**config.mk**
```make
export PLATFORM = sky130hd
export DESIGN_NAME = mem_resp_buffer_flat
export DESIGN_NICKNAME = d
export VERILOG_FILES = /design/src/rtl/mem_resp_buffer_if.sv /design/src/rtl/mem_resp_buffer.sv /design/src/flat_wrapper.sv
export SDC_FILE = /design/constraint.sdc
export NUM_CORES = 1
export LEC_CHECK = 0
export ABC_AREA = 1
export CAP_MARGIN = 20
export CORE_MARGIN = 2
export CORE_UTILIZATION = 40
export DETAILED_ROUTE_END_ITERATION = 10
export DONT_BUFFER_PORTS = 1
export MAX_ROUTING_LAYER = met4
export RECOVER_POWER = 100
export SETUP_SLACK_MARGIN = 0.3
export SKIP_CTS_REPAIR_TIMING = 1
export SKIP_LAST_GASP = 1
export SYNTH_ARGS = -nofsm -noshare
export SYNTH_HDL_FRONTEND = slang
export SYNTH_SLANG_ARGS = --single-unit
```
**constraint.sdc**
```tcl
create_clock -name clk -period 8.53 [get_ports clk]
set_clock_uncertainty 0.15 [all_clocks]
set_input_delay 1.2795 -clock clk [delete_from_list [all_inputs] [get_ports clk]]
set_output_delay 1.2795 -clock clk [all_outputs]
set_load 0.03 [all_outputs]
```
**src/rtl/mem_resp_buffer_if.sv**
```systemverilog
// EXE -> memory-stage buffer -> WB handshake bundle, including the data-SRAM response beat.
interface mem_resp_buffer_if #(
    parameter int INFO_W = 64,
    parameter int CW     = 3
);
    logic              in_valid;
    logic              in_allowin;
    logic              in_is_mem;
    logic              in_is_load;
    logic [6:0]        in_load_op;
    logic [1:0]        in_addr_lo;
    logic              in_gr_we;
    logic [31:0]       in_alu_result;
    logic [INFO_W-1:0] in_info;
    logic              data_ok;
    logic [31:0]       rdata;
    logic              flush;
    logic              out_valid;
    logic              out_ready;
    logic [3:0]        out_rf_we;
    logic [31:0]       out_result;
    logic [INFO_W-1:0] out_info;
    logic              load_pending;
    logic [CW-1:0]     outstanding;

    modport master (
        output in_valid, in_is_mem, in_is_load, in_load_op, in_addr_lo, in_gr_we,
               in_alu_result, in_info, data_ok, rdata, flush, out_ready,
        input  in_allowin, out_valid, out_rf_we, out_result, out_info, load_pending,
               outstanding
    );

    modport slave (
        input  in_valid, in_is_mem, in_is_load, in_load_op, in_addr_lo, in_gr_we,
               in_alu_result, in_info, data_ok, rdata, flush, out_ready,
        output in_allowin, out_valid, out_rf_we, out_result, out_info, load_pending,
               outstanding
    );
endinterface

```
**src/rtl/mem_resp_buffer.sv**
```systemverilog
// In-order memory-stage buffer: matches in-order data_ok beats to waiting entries, extracts
// MIPS load results, and discards responses still owed by flushed instructions.
module mem_resp_buffer #(
    parameter int DEPTH  = 4,
    parameter int INFO_W = 64,
    parameter int CW     = $clog2(DEPTH + 1)
) (
    input logic              clk,
    input logic              resetn,
    mem_resp_buffer_if.slave bus
);
    localparam int PW = $clog2(DEPTH);

    logic [DEPTH-1:0]  valid;
    logic [DEPTH-1:0]  done;
    logic [DEPTH-1:0]  is_mem;
    logic [DEPTH-1:0]  is_load;
    logic [DEPTH-1:0]  gr_we;
    logic [6:0]        load_op [DEPTH];
    logic [1:0]        addr_lo [DEPTH];
    logic [31:0]       result  [DEPTH];
    logic [3:0]        rf_we   [DEPTH];
    logic [INFO_W-1:0] info    [DEPTH];

    logic [PW-1:0] head, tail, tgt, idx;
    logic [CW-1:0] count, discard_cnt, pending_mem, outstanding;
    logic          found, allowin, push, pop, resp, out_valid;
    logic [35:0]   ext;

    // Returns {rf_we, result} for a load response.
    function automatic logic [35:0] load_extract(input logic [6:0] op, input logic [1:0] a,
                                                 input logic [31:0] d, input logic we);
        logic [7:0]  b;
        logic [15:0] h;
        logic [4:0]  sh_l, sh_r;
        b    = d[{a, 3'b000} +: 8];
        h    = a[1] ? d[31:16] : d[15:0];
        sh_l = {~a, 3'b000};
        sh_r = {a, 3'b000};
        load_extract = {{4{we}}, d};
        if (op[1])      load_extract = {{4{we}}, {{24{b[7]}}, b}};
        else if (op[2]) load_extract = {{4{we}}, {24'h0, b}};
        else if (op[3]) load_extract = {{4{we}}, {{16{h[15]}}, h}};
        else if (op[4]) load_extract = {{4{we}}, {16'h0, h}};
        else if (op[5]) load_extract = {4'b1111 << ~a, d << sh_l};
        else if (op[6]) load_extract = {4'b1111 >> a, d >> sh_r};
    endfunction

    // Oldest waiting memory entry, searched from head.
    always_comb begin
        pending_mem = '0;
        found       = 1'b0;
        tgt         = '0;
        idx         = '0;
        for (int i = 0; i < DEPTH; i++) begin
            if (valid[i] & is_mem[i] & ~done[i]) pending_mem = pending_mem + CW'(1);
            idx = head + PW'(i);
            if (!found && valid[idx] && is_mem[idx] && !done[idx]) begin
                found = 1'b1;
                tgt   = idx;
            end
        end
    end

    assign outstanding = pending_mem + discard_cnt;
    assign allowin     = (count < CW'(DEPTH)) && (outstanding < CW'(DEPTH));
    assign push        = bus.in_valid & allowin;
    assign resp        = bus.data_ok & (outstanding != '0);
    assign out_valid   = (count != '0) & done[head] & ~bus.flush;
    assign pop         = out_valid & bus.out_ready;
    assign ext         = load_extract(load_op[tgt], addr_lo[tgt], bus.rdata, gr_we[tgt]);

    assign bus.in_allowin   = allowin;
    assign bus.out_valid    = out_valid;
    assign bus.out_result   = out_valid ? result[head] : '0;
    assign bus.out_rf_we    = out_valid ? rf_we[head] : '0;
    assign bus.out_info     = out_valid ? info[head] : '0;
    assign bus.load_pending = |(valid & is_mem & is_load & ~done);
    assign bus.outstanding  = outstanding;

    always_ff @(posedge clk) begin
        if (!resetn) begin
            head        <= '0;
            tail        <= '0;
            count       <= '0;
            discard_cnt <= '0;
            valid       <= '0;
            done        <= '0;
        end else if (bus.flush) begin
            head        <= '0;
            tail        <= '0;
            count       <= '0;
            valid       <= '0;
            done        <= '0;
            discard_cnt <= discard_cnt + pending_mem + CW'(push & bus.in_is_mem) - CW'(resp);
        end else begin
            if (resp) begin
                if (discard_cnt != '0) discard_cnt <= discard_cnt - CW'(1);
                else if (found)        done[tgt]   <= 1'b1;
            end
            if (pop) begin
                valid[head] <= 1'b0;
                done[head]  <= 1'b0;
                head        <= head + PW'(1);
            end
            if (push) begin
                valid[tail] <= 1'b1;
                done[tail]  <= ~bus.in_is_mem;
                tail        <= tail + PW'(1);
            end
            count <= count + CW'(push) - CW'(pop);
        end
    end

    // Entry payload carries no reset; it is qualified by valid/done.
    always_ff @(posedge clk) begin
        if (push & ~bus.flush) begin
            is_mem[tail]  <= bus.in_is_mem;
            is_load[tail] <= bus.in_is_load;
            gr_we[tail]   <= bus.in_gr_we;
            load_op[tail] <= bus.in_load_op;
            addr_lo[tail] <= bus.in_addr_lo;
            result[tail]  <= bus.in_alu_result;
            rf_we[tail]   <= bus.in_is_mem ? 4'b0000 : {4{bus.in_gr_we}};
            info[tail]    <= bus.in_info;
        end
        if (resp & ~bus.flush & (discard_cnt == '0) & found & is_load[tgt]) begin
            result[tgt] <= ext[31:0];
            rf_we[tgt]  <= ext[35:32];
        end
    end
endmodule
```
**src/flat_wrapper.sv**
```systemverilog
// flat-port wrapper written by rule: the top's interface ports become plain ports
module mem_resp_buffer_flat 
#(
    parameter int DEPTH  = 4,
    parameter int INFO_W = 64,
    parameter int CW     = $clog2(DEPTH + 1)
)
  (clk, resetn, bus_in_valid, bus_in_is_mem, bus_in_is_load, bus_in_load_op, bus_in_addr_lo, bus_in_gr_we, bus_in_alu_result, bus_in_info, bus_data_ok, bus_rdata, bus_flush, bus_out_ready, bus_in_allowin, bus_out_valid, bus_out_rf_we, bus_out_result, bus_out_info, bus_load_pending, bus_outstanding);
  mem_resp_buffer_if #(.INFO_W(INFO_W), .CW(CW)) bus_i ();
  input logic clk;
  input logic resetn;
  input wire logic [$bits(bus_i.in_valid)-1:0] bus_in_valid;
  input wire logic [$bits(bus_i.in_is_mem)-1:0] bus_in_is_mem;
  input wire logic [$bits(bus_i.in_is_load)-1:0] bus_in_is_load;
  input wire logic [$bits(bus_i.in_load_op)-1:0] bus_in_load_op;
  input wire logic [$bits(bus_i.in_addr_lo)-1:0] bus_in_addr_lo;
  input wire logic [$bits(bus_i.in_gr_we)-1:0] bus_in_gr_we;
  input wire logic [$bits(bus_i.in_alu_result)-1:0] bus_in_alu_result;
  input wire logic [$bits(bus_i.in_info)-1:0] bus_in_info;
  input wire logic [$bits(bus_i.data_ok)-1:0] bus_data_ok;
  input wire logic [$bits(bus_i.rdata)-1:0] bus_rdata;
  input wire logic [$bits(bus_i.flush)-1:0] bus_flush;
  input wire logic [$bits(bus_i.out_ready)-1:0] bus_out_ready;
  output wire logic [$bits(bus_i.in_allowin)-1:0] bus_in_allowin;
  output wire logic [$bits(bus_i.out_valid)-1:0] bus_out_valid;
  output wire logic [$bits(bus_i.out_rf_we)-1:0] bus_out_rf_we;
  output wire logic [$bits(bus_i.out_result)-1:0] bus_out_result;
  output wire logic [$bits(bus_i.out_info)-1:0] bus_out_info;
  output wire logic [$bits(bus_i.load_pending)-1:0] bus_load_pending;
  output wire logic [$bits(bus_i.outstanding)-1:0] bus_outstanding;
  assign bus_i.in_valid = bus_in_valid;
  assign bus_i.in_is_mem = bus_in_is_mem;
  assign bus_i.in_is_load = bus_in_is_load;
  assign bus_i.in_load_op = bus_in_load_op;
  assign bus_i.in_addr_lo = bus_in_addr_lo;
  assign bus_i.in_gr_we = bus_in_gr_we;
  assign bus_i.in_alu_result = bus_in_alu_result;
  assign bus_i.in_info = bus_in_info;
  assign bus_i.data_ok = bus_data_ok;
  assign bus_i.rdata = bus_rdata;
  assign bus_i.flush = bus_flush;
  assign bus_i.out_ready = bus_out_ready;
  assign bus_in_allowin = bus_i.in_allowin;
  assign bus_out_valid = bus_i.out_valid;
  assign bus_out_rf_we = bus_i.out_rf_we;
  assign bus_out_result = bus_i.out_result;
  assign bus_out_info = bus_i.out_info;
  assign bus_load_pending = bus_i.load_pending;
  assign bus_outstanding = bus_i.outstanding;
  mem_resp_buffer #(.DEPTH(DEPTH), .INFO_W(INFO_W), .CW(CW)) u_core (.clk(clk), .resetn(resetn), .bus(bus_i));
endmodule
```
==> metrics <==
IO Count=252; commonest non-fill, non-tap cell in the layout=nand2_1; Residual DRC=0; DR pass1 iterations=5; Rel. slew slack=-0.9717; Flop pwr share=0.497; nets=2601; worst endpoint required time=8530 ps; most frequent cells in the layout=726 x nand2_1, 444 x edfxtp_1, 431 x nor2_1; fin crit share=0.8314; largest net degree at the start of global routing=159; Max Cap Viol=6; placer congestion estimate=0.9494; Seq/Total Area, Yosys=0.6068; Critical Path Sink Type=flop; worst hold margin=370.6 ps; core area=0.05617 mm^2; DRT antenna net count=0; Die Ht=241.9 um; Util after Layout=0.4430; share of layout cells above drive strength 1=0.05859; RSZ-0062 raised after global routing=no; Clk pwr share=0.426; Netlist Area Pre-Place=0.02263 mm^2; Gate power share=0.078; Final Hold Fails=0; Total Wirelength=66680 um; Clock Tree Buf Depth=3; H-tree Lvls=2; Ant. Diodes=0; achievable frequency=141.0 MHz; final setup fails=0; # port buffers=0; Unique masters post-synth=38; syn nets=2659; hpwl dp=40020 um; final max-slew violation count=337; Die Width=241.9 um; fill count=5379; vias in the first global route=16540; Site Rows=87; drt first-iter violations=1456; clk slew on worst S/H paths=60 ps; worst-margin pin slew=2950 ps; CTS buffer count=51; asr flop ratio synth=0; CTS tree=yes; Synth Flop Type=edfxtp_1; initial core utilization=0.4029; first-pass GRT wire length=100800 um; CTS Root Cell=clkbuf_16; clk_lat worst skew=600 ps; die area=0.05850 mm^2; Vias=17280; Post-synth EDFFs=444; failing checks=capacitance limit, slew limit; sw frac=0.2350; Leak Pwr=0.009562 uW; routed len/inst=20.64 um; Hold Path Class=reg -> reg; PwrDens=209.1 mW/mm^2; Int Pwr=3981 uW; status=finished with violations; Total Power=5204 uW; Yosys warnings=0; Yosys reg bits=464; setup TNS=0 ps; CP Class=reg -> reg; Syn Inst Count=2492; Synth Area per Inst=9.082 um^2; crit path time final=7092 ps; GR Overflow Total=0; maximum fanout along the worst path=36; Switch Pwr=1223 uW; via-per-instance ratio=5.348; Synth-to-Final Area Change=9.940%; Critical Path Start Type=flop; all-layer global routing usage=0.2299; clock sink count=464; VDD IR-drop max=0.1643 mV; initial antenna violation count=0; arrival time worst endpoint=7090 ps
[worst max-delay path: stages (launching register included)]
cell and delay [ps]:
dfxtp_1 400, nand2_1 70, nor2_1 200, inv_1 70
ha_1 320, or2_2 300, nand2_1 100, inv_1 50
ha_1 270, mux2i_1 80, fa_1 390, xnor2_1 140
xnor2_1 140, xnor2_1 280, inv_1 250, nor2_1 510
nand2_1 340, inv_1 240, nand2_1 210, o21ai_4 160
clkbuf_1 1930
[metal layers]
layer | share of wire | up-vias | GRT usage | wire (um)
met3 | 0.10 | 116 | 0.06360 | 6655
li1 | - | 8257 | - | -
met5 | 0 | - | - | 0
met4 | 0.028 | 0 | 0.07934 | 1900
met1 | 0.40 | 8174 | 0.2829 | 26540
met2 | 0.47 | 734 | 0.3651 | 31580
[metrics by stage]
step                setup slack (ps)  std cells  instance area, um^2
floorplan                      980.1       2492                22630
detailed placement              2280       3136                23280
global placement                2309       3136                23280
global route                   999.6       3231                24880
CTS                             2285       3230                24980
finish                          1438       3231                24880
[power groups by stage]
stage	combinational [uW]	sequential, uW	clock [uW]
after detailed placement	403	2630	0
after CTS	405	2580	2260
after global routing	452	2590	2340
after global placement	397	2630	0
after floorplan	295	2630	0
final	404	2580	2220
[final timing paths]
path         slack (ps)  cells past startpoint             from                    to
max                1440                     20  u_core.valid[1]  u_core.result[3][11]
min                 370                      2  u_core.valid[0]       u_core.valid[0]
max reg2reg        1440                     20  u_core.valid[1]  u_core.result[3][11]
min reg2reg         370                      2  u_core.valid[0]       u_core.valid[0]
[flip-flops by register name, indices dropped and copies added (netlist names), 8 cells and up, named ones only]
signal and flops:
u_core.addr_lo 8, u_core.info 256, u_core.load_op 24, u_core.result 128
u_core.rf_we 16
[cell usage after synthesis, types with 4 or more instances]
master	n	area share
nand2_1	723	0.12
edfxtp_1	444	0.59
nor2_1	434	0.072
o21ai_0	226	0.050
nand3_1	157	0.035
a21oi_1	139	0.031
inv_1	90	0.015
clkbuf_1	71	0.012
buf_2	35	0.0077
dfxtp_1	20	0.018
inv_2	19	0.0032
ha_1	18	0.010
o21ai_1	15	0.0033
buf_1	13	0.0022
nand4_1	13	0.0036
nand2_2	12	0.0033
buf_4	10	0.0033
o211ai_1	7	0.0023
xnor2_1	5	0.0019
buf_6	4	0.0020
nor2_2	4	0.0011
nor2_4	4	0.0020
[cell type report]
type,count,area (um^2),share of cell area
Multi-Input combinational cell,1785,7923,0.3184
Timing Repair Buffer,22,156.4,0.006286
Clock buffer,66,1385,0.05567
Inverter,110,420.4,0.01690
Clock inverter,28,310.3,0.01247
Sequential cell,464,13740,0.5522
Tap cell,756,945.9,0.03802
[kinds of logic (layout without fill, tap and decap cells)]
logic type	count (synthesis)	after routing	synth area share
AOI/OAI and AO/OA	394	394	0.08857
xor gates and xnor gates	7	7	0.002709
adders and majority gates	21	21	0.01261
buffers and inverters	243	226	0.04533
DFF	464	464	0.6068
muxes	1	1	0.0004423
and+or+nand+nor	1362	1362	0.2435
Note: power is estimated with default switching activity, not from simulation.
